==> config.mk <==
export PLATFORM = sky130hd
export DESIGN_NAME = operand_issue
export DESIGN_NICKNAME = d
export VERILOG_FILES = /design/src/rtl/operand_issue.sv
export SDC_FILE = /design/constraint.sdc
export NUM_CORES = 1
export LEC_CHECK = 0
export ABC_CLOCK_PERIOD_IN_PS = 2700
export CORE_UTILIZATION = 39
export CTS_CLUSTER_DIAMETER = 100
export DETAILED_ROUTE_END_ITERATION = 7
export PLACE_DENSITY = 0.79
export SLEW_MARGIN = 40
export SYNTH_ARGS = -nofsm -noshare
export SYNTH_HDL_FRONTEND = slang
export SYNTH_SLANG_ARGS = --single-unit
==> constraint.sdc <==
create_clock -name clk -period 2.7 [get_ports clk]
set_input_delay 0.675 -clock clk [delete_from_list [all_inputs] [get_ports clk]]
set_output_delay 0.675 -clock clk [all_outputs]
set_load 0.005 [all_outputs]
==> src/rtl/operand_issue.sv <==
// Operand issue stage: decode, RF read with writeback forwarding and a RAW scoreboard.
// Build option: define OPERAND_ISSUE_FORWARD_EN to enable the writeback forward path.
module operand_issue #(
  parameter int XLEN = 32,
  parameter int NREG = 32,
  parameter int AW   = 5
) (
  input  logic            clk,
  input  logic            rst,
  input  logic            in_valid,
  input  logic [31:0]     in_instr,
  output logic            in_ready,
  output logic [AW-1:0]   rs1_addr,
  output logic [AW-1:0]   rs2_addr,
  input  logic [XLEN-1:0] rs1_data,
  input  logic [XLEN-1:0] rs2_data,
  input  logic            wb_wr_en,
  input  logic [AW-1:0]   wb_addr,
  input  logic [XLEN-1:0] wb_data,
  input  logic            ex_ready,
  output logic            ex_valid,
  output logic [6:0]      OPCODE,
  output logic [19:0]     INP,
  output logic [AW-1:0]   ex_rd,
  output logic [9:0]      ex_funct,
  output logic [XLEN-1:0] operand_a,
  output logic [XLEN-1:0] operand_b,
  output logic            illegal
);

  localparam logic [6:0] OP_LI  = 7'h7F;
  localparam logic [6:0] OP_ALU = 7'h33;
  localparam logic [6:0] OP_NOP = 7'h00;

  logic [6:0]      w_op;
  logic [AW-1:0]   w_rd;
  logic            w_is_li;
  logic            w_is_alu;
  logic            w_is_ill;
  logic            w_fwd_a;
  logic            w_fwd_b;
  logic            w_haz_a;
  logic            w_haz_b;
  logic [XLEN-1:0] w_a;
  logic [XLEN-1:0] w_b;
  logic            w_stall;
  logic            w_hold;
  logic            w_issue;
  logic [NREG-1:0] w_sb_nxt;

  logic [NREG-1:0] r_sb;
  logic            r_valid;
  logic [6:0]      r_op;
  logic [19:0]     r_inp;
  logic [AW-1:0]   r_rd;
  logic [9:0]      r_funct;
  logic [XLEN-1:0] r_a;
  logic [XLEN-1:0] r_b;
  logic            r_ill;

  assign w_op     = in_instr[6:0];
  assign w_rd     = in_instr[11:7];
  assign rs1_addr = in_instr[19:15];
  assign rs2_addr = in_instr[24:20];
  assign w_is_li  = (w_op == OP_LI);
  assign w_is_alu = (w_op == OP_ALU);
  assign w_is_ill = !w_is_li && !w_is_alu && (w_op != OP_NOP);
  assign w_fwd_a  = wb_wr_en && (wb_addr == rs1_addr);
  assign w_fwd_b  = wb_wr_en && (wb_addr == rs2_addr);

  always_comb begin
    w_a     = '0;
    w_b     = '0;
    w_haz_a = 1'b0;
    w_haz_b = 1'b0;
`ifdef OPERAND_ISSUE_FORWARD_EN
    if (rs1_addr != '0) begin
      w_haz_a = !w_fwd_a && r_sb[rs1_addr];
      w_a     = w_fwd_a ? wb_data : rs1_data;
    end
    if (rs2_addr != '0) begin
      w_haz_b = !w_fwd_b && r_sb[rs2_addr];
      w_b     = w_fwd_b ? wb_data : rs2_data;
    end
`else
    // Without forwarding a landing writeback is still a hazard this cycle.
    if (rs1_addr != '0) begin
      w_haz_a = w_fwd_a || r_sb[rs1_addr];
      w_a     = rs1_data;
    end
    if (rs2_addr != '0) begin
      w_haz_b = w_fwd_b || r_sb[rs2_addr];
      w_b     = rs2_data;
    end
`endif
  end

  assign w_stall  = in_valid && w_is_alu && (w_haz_a || w_haz_b);
  assign w_hold   = r_valid && !ex_ready;
  assign in_ready = !w_stall && !w_hold;
  assign w_issue  = in_valid && in_ready;

  // Set is applied after clear so a younger writer wins.
  always_comb begin
    w_sb_nxt = r_sb;
    if (wb_wr_en)
      w_sb_nxt[wb_addr] = 1'b0;
    if (w_issue && (w_is_li || w_is_alu) && (w_rd != '0))
      w_sb_nxt[w_rd] = 1'b1;
    w_sb_nxt[0] = 1'b0;
  end

  always_ff @(posedge clk) begin
    if (rst) begin
      r_sb    <= '0;
      r_valid <= 1'b0;
      r_op    <= '0;
      r_inp   <= '0;
      r_rd    <= '0;
      r_funct <= '0;
      r_a     <= '0;
      r_b     <= '0;
      r_ill   <= 1'b0;
    end else begin
      r_sb <= w_sb_nxt;
      if (w_issue && w_is_ill)
        r_ill <= 1'b1;
      if (w_issue) begin
        r_valid <= 1'b1;
        r_op    <= w_is_ill ? OP_NOP : w_op;
        r_inp   <= in_instr[31:12];
        r_rd    <= w_rd;
        r_funct <= {in_instr[31:25], in_instr[14:12]};
        r_a     <= w_is_alu ? w_a : '0;
        r_b     <= w_is_alu ? w_b : '0;
      end else if (!w_hold) begin
        r_valid <= 1'b0;
      end
    end
  end

  assign ex_valid  = r_valid;
  assign OPCODE    = r_op;
  assign INP       = r_inp;
  assign ex_rd     = r_rd;
  assign ex_funct  = r_funct;
  assign operand_a = r_a;
  assign operand_b = r_b;
  assign illegal   = r_ill;

endmodule

==> results.yml, run 1 <==
placement:
  placed_cell_area_sq_um: 9040
  place_ws_ps: -1180
  port_buffers: 224
  dp_cells: 1155
  place.gp.congestion: 0.907
  dp_hpwl_um: 14800
worst_setup_path:
  crit_required_ps: 2030
  crit_slowest_cell: "mux4_2"
  crit_type: "in2out"
  rrSetupSlack_ps: 90
  cp.arrival_ps: 2200
  critical_path.max_fanout: 4
  critPathTopFamily: "compound AO/OA/AOI/OAI gates"
  cp_cell_sequence: "buf_8 -> mux4_2 -> and3_4 -> a31o_1 -> o31ai_4 -> o21ai_2 -> a21boi_1 -> buf_2"
  slowest_delay_ps: 480
  start_kind: "input pin"
  path_buf_inv: 2
  endpoint_kind: "primary output"
hold_path:
  hp-class: "reg2reg"
yosys:
  yosys-top-cells-count: "nand2_1, dfxtp_1, mux2i_1"
  yosysTopAreaCell: "dfxtp_1"
  synth_cells: 724
  yosys_most_used_dff: "dfxtp_1"
  synthesis.area_sq_um: 6330
  synth_edf_count: 0
  synth_cell_types: 49
  yosys-top-cells-area: "dfxtp_1, mux2i_1, nand2_1"
  syn-num-nets: 862
  synth.most_common_cell: "nand2_1"
  async_reset_ff_share_pct: 0
  ys_warn_count: 0
  seq_area_frac_synth_pct: 40.8
  ys_ff_latch: 129
  syn_area_per_cell_sq_um: 8.75
  synth_top_area_share_pct: 40.8
route:
  met3_length_um: 1400
  avgRoutedWirePerCell_um: 17.2
  via_count: 6178
  top_layer: "met4"
  ant_nets: 0
  wl_met2_um: 9820
  first_pass_iters: 5
  viasPerCell: 5.17
  dr.first_iter.drc_count: 387
  met1_length_um: 8900
  wirelength_um: 20600
  drc: 0
clocking:
  cts_buffer_depth: 2
  cts_tree: "built"
  cts_made_buffers: 17
  worstSkewPairLatency_ps: 420
  cts.sinks: 129
  htreeDepth: 4
  clock-root-buffer: "clkbuf_16"
  clk_pin_slew_ps: 60
power_and_ir_drop:
  power.density_nw_per_um2: 479
  ir_worst_vdd_mv: 0.466
  p_leak_nw: 3.69
floorplanning:
  dieHeight_um: 129
  pin_count: 257
  die_area_sq_um: 16800
  std_cell_rows: 46
  fp.coreArea_sq_um: 15900
  die-width_um: 129
  initial_core_util_pct: 39.9
outcome:
  status: "complete, but fails checks"
  violations: "setup timing"
sta:
  hold_viol: 0
  setup_violations: 1
  fmax_ghz: 0.348
  rsz0062_at_grt: "yes"
  fin_crit_ps: 2880
  post-route-period-util_pct: 107
  slew-limit-headroom_pct: 63.6
  worstMarginPinSlew_ps: 542
  slew_violations: 0
  fin_skew_ps: 8.57
  whs_ps: 455
  worst_slack_ps: -178
flow_run:
  drv_cap: 0
global_route:
  overflow: 0
  grt_antenna_before_repair: 0
  grt_use_total_pct: 23.2
  grt_pass1_wl_um: 29800
  grt_pass1_vias: 5666
  grt_max_degree: 77
final_layout:
  nNetsFinal: 1106
  final_area_sq_um: 9810
  area_growth_pct: 54.9
  layout-drive-gt1-share_pct: 16.1
  finalNonFillerCells: 1196
  fillers: 1355
  diodes: 0
==> metal layers <==
layer  global-route usage, %  vias up
met5                       0        -
met4                    9.64        0
met3                    6.15       38
met2                    37.5      222
met1                    29.3     2922
li1                        -     2996
==> sequential cells by signal (all words and copies together) (netlist names) <==
signal     count
INP           20
OPCODE         7
ex_rd          5
ex_valid       1
illegal        1
operand_a     32
operand_b     32
r_sb          31
==> logic make-up after synthesis <==
logic type,share of synthesized area [%]
simple gates,21.4
flops,40.8
mux,19.5
buf+inv,8.28
compound gates,8.63
xor+xnor,1.38
==> cell usage in the layout, fill, tap and decap left out, types with 4 or more instances in the layout <==
cell type	netlist	layout
buf_12	0	8
nand2_1	171	170
nor2_1	6	6
clkinvlp_4	0	5
o21ai_0	21	20
o31ai_1	5	5
dlygate4sd2_1	0	8
inv_1	14	13
xor2_1	4	4
nand3b_1	4	4
buf_4	28	67
nand3_1	85	85
clkdlybuf4s50_1	0	207
nor3b_1	9	9
xnor2_1	6	6
and3_1	5	4
dfxtp_1	129	129
mux2i_1	93	91
mux4_2	13	13
o21ai_1	12	12
clkbuf_16	0	20
o211ai_1	17	17
==> worst paths after layout <==
check                from             to  cells after the start
min          operand_b[1]   operand_b[1]                      2
min reg2reg  operand_b[1]   operand_b[1]                      2
max          in_instr[20]       in_ready                      8
max reg2reg      r_sb[16]  operand_a[13]                     10
==> where the power goes <==
group,switching [mW],internal (mW),leakage [nW]
Clock,0.872,1.19,0.248
Combinational,0.300,0.389,2.40
Sequential,0.0181,1.93,1.04
Total,1.19,3.51,3.69
==> repair_timing <==
action | CTS | global route
setup buffers | 2 | 4
cloned | 0 | 5
setup endpoints to repair | 124 | 39
resized for setup | 53 | 17
hold buffers | 0 | 0
pin swaps | 9 | 7
==> tightest hold or removal path: stages (launching register included) <==
cell	delay, ps
dfxtp_1	300
nand2_1	50
mux2i_1	50
==> layout make-up <==
class / instances / area (sq um) / share of cell area (%)
clock inverter: 12 / 87.6 / 0.892
multi-input combinational: 500 / 3360 / 34.2
clock buffer: 19 / 443 / 4.51
sequential: 129 / 2580 / 26.3
timing repair buffer: 306 / 3020 / 30.7
inverter: 14 / 57.6 / 0.586
tap: 216 / 270 / 2.75
==> through the flow <==
step	TNS, ps	utilization, %	total power, mW
2_1_floorplan	-22.1	-	2.30
3_3_place_gp	-79900	56.9	2.63
3_5_place_dp	-81960	56.9	2.64
4_1_cts	-194	60.5	4.71
5_1_grt	-272	61.8	4.88
6_report	-178	61.8	4.71
No activity file was read; power rests on OpenSTA's default activity.
==> run 2, diff against run 1 <==
--- a/config.mk
+++ b/config.mk
@@ -9,7 +9,9 @@
 export CORE_UTILIZATION = 39
 export CTS_CLUSTER_DIAMETER = 100
 export DETAILED_ROUTE_END_ITERATION = 7
+export MAX_ROUTING_LAYER = met4
 export PLACE_DENSITY = 0.79
+export SETUP_SLACK_MARGIN = 0.05
 export SLEW_MARGIN = 40
 export SYNTH_ARGS = -nofsm -noshare
 export SYNTH_HDL_FRONTEND = slang
==> results.yml, run 2 (same netlist as run 1, synthesis figures left out) <==
outcome:
  status: "complete, but fails checks"
  violations: "setup timing"
clocking:
  cts_tree: "built"
  clk_pin_slew_ps: 50
  cts.sinks: 129
  cts_made_buffers: 17
  cts_buffer_depth: 2
  clock-root-buffer: "clkbuf_16"
  htreeDepth: 4
  worstSkewPairLatency_ps: 410
worst_setup_path:
  reg2reg_depth: 11
  rrSetupSlack_ps: 20
  critical_path.max_fanout: 3
  start_kind: "input pin"
  slowest_delay_ps: 500
  crit_start: "in_instr[20]"
  endpoint_kind: "primary output"
  worst_r2r_endpoint: "operand_b[8]"
  r2r-start: "r_sb[18]"
  cp.arrival_ps: 2210
  crit_required_ps: 2030
  cp_cell_sequence: "buf_8 -> mux4_2 -> and3_4 -> a31o_1 -> o31ai_4 -> o21ai_2 -> a21boi_2 -> buf_2"
  crit_type: "in2out"
  crit_slowest_cell: "mux4_2"
floorplanning:
  std_cell_rows: 46
  initial_core_util_pct: 39.9
  fp.coreArea_sq_um: 15900
  die-width_um: 129
  dieHeight_um: 129
  die_area_sq_um: 16800
  pin_count: 257
final_layout:
  fillers: 1353
  diodes: 0
  final_common_cell: "clkdlybuf4s50_1"
  area_growth_pct: 57.0
  finalNonFillerCells: 1197
  final_area_sq_um: 9940
  layout-drive-gt1-share_pct: 17.1
  nNetsFinal: 1108
  most-common-layout-cells: "clkdlybuf4s50_1, nand2_1, dfxtp_1, mux2i_1, nand3_1"
route:
  drc: 0
  wirelength_um: 20700
  first_pass_iters: 5
  ant_nets: 0
  viasPerCell: 5.23
  avgRoutedWirePerCell_um: 17.3
  via_count: 6264
  dr.first_iter.drc_count: 407
global_route:
  grt_busiest_layer: "met2"
  grt_use_total_pct: 23.9
  grt_antenna_before_repair: 0
  grt_pass1_vias: 5737
  use_met2_pct: 36.5
  grt_max_degree: 80
  grt_util_met3_pct: 6.03
  overflow: 0
  grt_pass1_wl_um: 29900
  met1_usage_pct: 29.7
power_and_ir_drop:
  p_leak_nw: 3.77
  power.density_nw_per_um2: 514
  power_mw: 5.11
  ir_worst_vdd_mv: 0.433
hold_path:
  hold-path-endpoint: "OPCODE[0]"
  hp-class: "reg2reg"
  worstHoldStart: "OPCODE[0]"
  hold_depth: 2
flow_run:
  drv_cap: 0
sta:
  rsz0062_at_grt: "yes"
  fmax_ghz: 0.347
  whs_ps: 451
  worstMarginPinSlew_ps: 557
  hold_viol: 0
  setup_violations: 11
  fin_crit_ps: 2880
  slew-limit-headroom_pct: 62.8
  fin_skew_ps: 5.94
  worst_slack_ps: -180
  slew_violations: 0
  post-route-period-util_pct: 107
placement:
  place.gp.congestion: 0.913
  dp_hpwl_um: 14400
  placed_cell_area_sq_um: 9030
  port_buffers: 224
  dp_cells: 1157
## run 2: changes by cell type in the layout (fill, tap and decap cells not counted), moves of 3 or more
cell / delta
buf_4: +4
buf_6: +4
bufinv_16: +4
clkbuf_8: +3
clkdlybuf4s50_1: -3
clkinvlp_4: -3
dlygate4sd2_1: -3
dlymetal6s2s_1: +3
## run 2: worst max path at each step
stage,endpoint,slack [ps],cells past startpoint
final,in_ready,-180,8
after CTS,in_ready,-260,8
after global placement,in_ready,-1170,8
after detailed placement,in_ready,-1250,8
after global routing,in_ready,-260,8
after floorplan,in_ready,-20,6
## run 2: critical path: cells and delay by family
| family | cells | cell delay [ps] |
|---|---|---|
| buf+inv | 2 | 230 |
| compound gates | 4 | 640 |
| simple gates | 1 | 160 |
| mux | 1 | 500 |
## run 2: area by class of cell
| cell class | count | area (sq um) | area share (%) |
|---|---|---|---|
| Clock inverter | 9 | 154 | 1.55 |
| Tap cell | 216 | 270 | 2.72 |
| Timing Repair Buffer | 309 | 3020 | 30.4 |
| Clock buffer | 21 | 480 | 4.83 |
| Sequential cell | 129 | 2580 | 26.0 |
| Inverter | 14 | 57.6 | 0.579 |
| Multi-Input combinational cell | 499 | 3380 | 34.0 |
## run 2: metal layers
metal	wire [um]	vias to the layer above	part of all wire, %
met4	756	0	3.6
met3	1450	71	7.0
met5	0	-	0
met1	8850	2942	43
met2	9650	252	47
li1	-	2999	-
## run 2: where the power goes
part / internal (mW) / total, mW / switching, mW
logic: 0.386 / 0.690 / 0.303
clock network: 1.63 / 2.47 / 0.839
registers: 1.93 / 1.95 / 0.0178
## run 2: timing repair
item,in CTS,in global routing
hold buffers,0,0
pin swaps,9,8
setup buffers,3,4
resized for setup,50,40
gates cloned,0,3
endpoints found under the setup margin,133,64
## run 2: metrics by stage
step	setup TNS [ps]	setup slack [ps]	utilization [%]
floorplan	-22.1	-22.1	-
global placement	-80590	-1170	56.9
detailed placement	-88940	-1250	56.9
CTS	-260	-260	61.1
global route	-3080	-265	62.6
finish	-321	-180	62.6
==> run 3, diff against run 2 <==
--- a/config.mk
+++ b/config.mk
@@ -5,12 +5,13 @@
 export SDC_FILE = /design/constraint.sdc
 export NUM_CORES = 1
 export LEC_CHECK = 0
+export ABC_AREA = 1
 export ABC_CLOCK_PERIOD_IN_PS = 2700
 export CORE_UTILIZATION = 39
 export CTS_CLUSTER_DIAMETER = 100
 export DETAILED_ROUTE_END_ITERATION = 7
 export MAX_ROUTING_LAYER = met4
-export PLACE_DENSITY = 0.79
+export PLACE_DENSITY = 0.81
 export SETUP_SLACK_MARGIN = 0.05
 export SLEW_MARGIN = 40
 export SYNTH_ARGS = -nofsm -noshare
==> results.yml, run 3 <==
worst_setup_path:
  endpoint_kind: "primary output"
  critical_path.max_fanout: 8
  start_kind: "input pin"
  crit_type: "in2out"
  cp.arrival_ps: 2030
  rrSetupSlack_ps: 600
  crit_start: "in_instr[16]"
  critPathCapture: "in_ready"
  crit_required_ps: 2030
  reg2reg_depth: 18
  worst_r2r_endpoint: "operand_a[28]"
  r2r-start: "r_sb[17]"
final_layout:
  nNetsFinal: 1257
  diodes: 0
  multi_input_area_sq_um: 2880
  fillers: 1295
  final_area_sq_um: 9510
  finalCoreUtilization_pct: 62.8
  finalNonFillerCells: 1319
  layout-drive-gt1-share_pct: 13.5
  seq_area_sq_um: 2580
  most-common-layout-cells: "nand2_1, clkdlybuf4s50_1, a21oi_1, nand3_1, dfxtp_1"
  final_common_cell: "nand2_1"
  area_growth_pct: 57.7
clocking:
  clk_pin_slew_ps: 60
  cts_made_buffers: 17
  cts_tree: "built"
  clock-root-buffer: "clkbuf_16"
  cts_buffer_depth: 2
  cts.sinks: 129
  holdBufCountCts: 0
  htreeDepth: 4
  worstSkewPairLatency_ps: 420
floorplanning:
  dieHeight_um: 126
  pin_count: 257
  die-width_um: 126
  std_cell_rows: 45
  initial_core_util_pct: 39.8
  fp.coreArea_sq_um: 15100
  die_area_sq_um: 16000
placement:
  dp_hpwl_um: 14700
  dp_cells: 1277
  place_ws_ps: -867
  port_buffers: 224
  placed_cell_area_sq_um: 8660
  place.gp.congestion: 0.942
route:
  first_pass_iters: 5
  ant_nets: 0
  wirelength_um: 20900
  drc: 0
  avgRoutedWirePerCell_um: 15.9
  dr.first_iter.drc_count: 571
  viasPerCell: 5.30
  via_count: 6997
yosys:
  ys_ff_latch: 129
  synth_cell_types: 26
  syn-num-nets: 1016
  yosys-top-cells-count: "nand2_1, nand3_1, a21oi_1"
  syn_area_per_cell_sq_um: 6.86
  async_reset_ff_share_pct: 0
  synth_top_area_share_pct: 42.8
  synth.most_common_cell: "nand2_1"
  yosysTopAreaCell: "dfxtp_1"
  yosys_most_used_dff: "dfxtp_1"
  synth_edf_count: 0
  ys_warn_count: 0
  yosys-top-cells-area: "dfxtp_1, nand2_1, nand3_1"
  synthesis.area_sq_um: 6030
  seq_area_frac_synth_pct: 42.8
  synth_cells: 878
sta:
  fin_skew_ps: 9.27
  hold_viol: 0
  slew-limit-headroom_pct: 72.8
  worst_slack_ps: -6.46
  worstMarginPinSlew_ps: 409
  rsz0062_at_grt: "yes"
  slew_violations: 0
  post-route-period-util_pct: 100
  setup_violations: 1
  fin_crit_ps: 2710
  setup_tns_ps: -6.46
  whs_ps: 461
  fmax_ghz: 0.369
power_and_ir_drop:
  power_mw: 5.12
  p_leak_nw: 3.63
  ir_worst_vdd_mv: 0.567
  power.density_nw_per_um2: 538
global_route:
  overflow: 0
  grt_antenna_before_repair: 0
  grt_pass1_vias: 6614
  grt_pass1_wl_um: 32500
  grt_use_total_pct: 26.7
  grt_max_degree: 63
outcome:
  status: "complete, but fails checks"
  violations: "setup timing"
hold_path:
  hp-class: "reg2reg"
flow_run:
  drv_cap: 0
## run 3: changes by cell type in the layout (fill, tap and decap cells not counted), sizes merged, moves of 13 or more
cell	change
nand3	+52
a21oi	+130
mux2i	-93
mux4	-13
nand2	+48
inv	+47
nor2	+59
## run 3: kinds of logic after synthesis
kind of cell	after synthesis	share of synthesized area, %
buffers and inverters	135	11.0
AO/OA/AOI/OAI	185	16.0
AND/OR/NAND/NOR	429	30.2
flip-flops	129	42.8
## run 3: repair_timing
item | 4_1_cts | 5_1_grt
pin swaps | 9 | 14
buffers inserted | 5 | 4
resized for setup | 79 | 25
endpoints found under the setup margin | 13 | 1
hold endpoints to repair | 0 | 0
gates cloned | 1 | 1
## run 3: worst min path at each step
stage | start | slack [ps] | end | cells past startpoint
3_5_place_dp | operand_a[12] | 450 | operand_a[12] | 2
4_1_cts | operand_a[12] | 460 | operand_a[12] | 2
6_report | operand_b[2] | 460 | operand_b[2] | 2
2_1_floorplan | illegal | 450 | illegal | 2
3_3_place_gp | illegal | 440 | illegal | 2
5_1_grt | operand_b[26] | 470 | operand_b[26] | 2
## run 3: worst max-delay path: stages
cell	delay (ps)
buf_8	100
buf_12	130
buf_4	140
a221oi_2	270
nand3_1	140
nand2_1	110
nand2_1	70
nand2_2	90
nand2_2	70
nand2_1	70
inv_1	30
buf_2	120
## run 3: report_power, final
part / switching, mW / total (mW) / internal [mW]
Clock: 0.865 / 2.46 / 1.59
Sequential: 0.0184 / 1.96 / 1.94
Combinational: 0.333 / 0.703 / 0.371
Total: 1.22 / 5.12 / 3.90
## run 3: final cells by class
type                            instances  area share, %
Timing Repair Buffer                  297           31.0
Multi-Input combinational cell        614           30.3
Sequential cell                       129           27.2
Clock buffer                           19           4.76
Tap cell                              188           2.47
Inverter                               60           2.45
Clock inverter                         12           1.91
## run 3: layer usage
| layer | wire, um | track usage, % | vias to the layer above |
|---|---|---|---|
| li1 | - | - | 3363 |
| met1 | 8160 | 29.2 | 3226 |
| met2 | 10400 | 45.4 | 354 |
| met3 | 1580 | 7.30 | 54 |
| met4 | 774 | 12.1 | 0 |
| met5 | 0 | - | - |
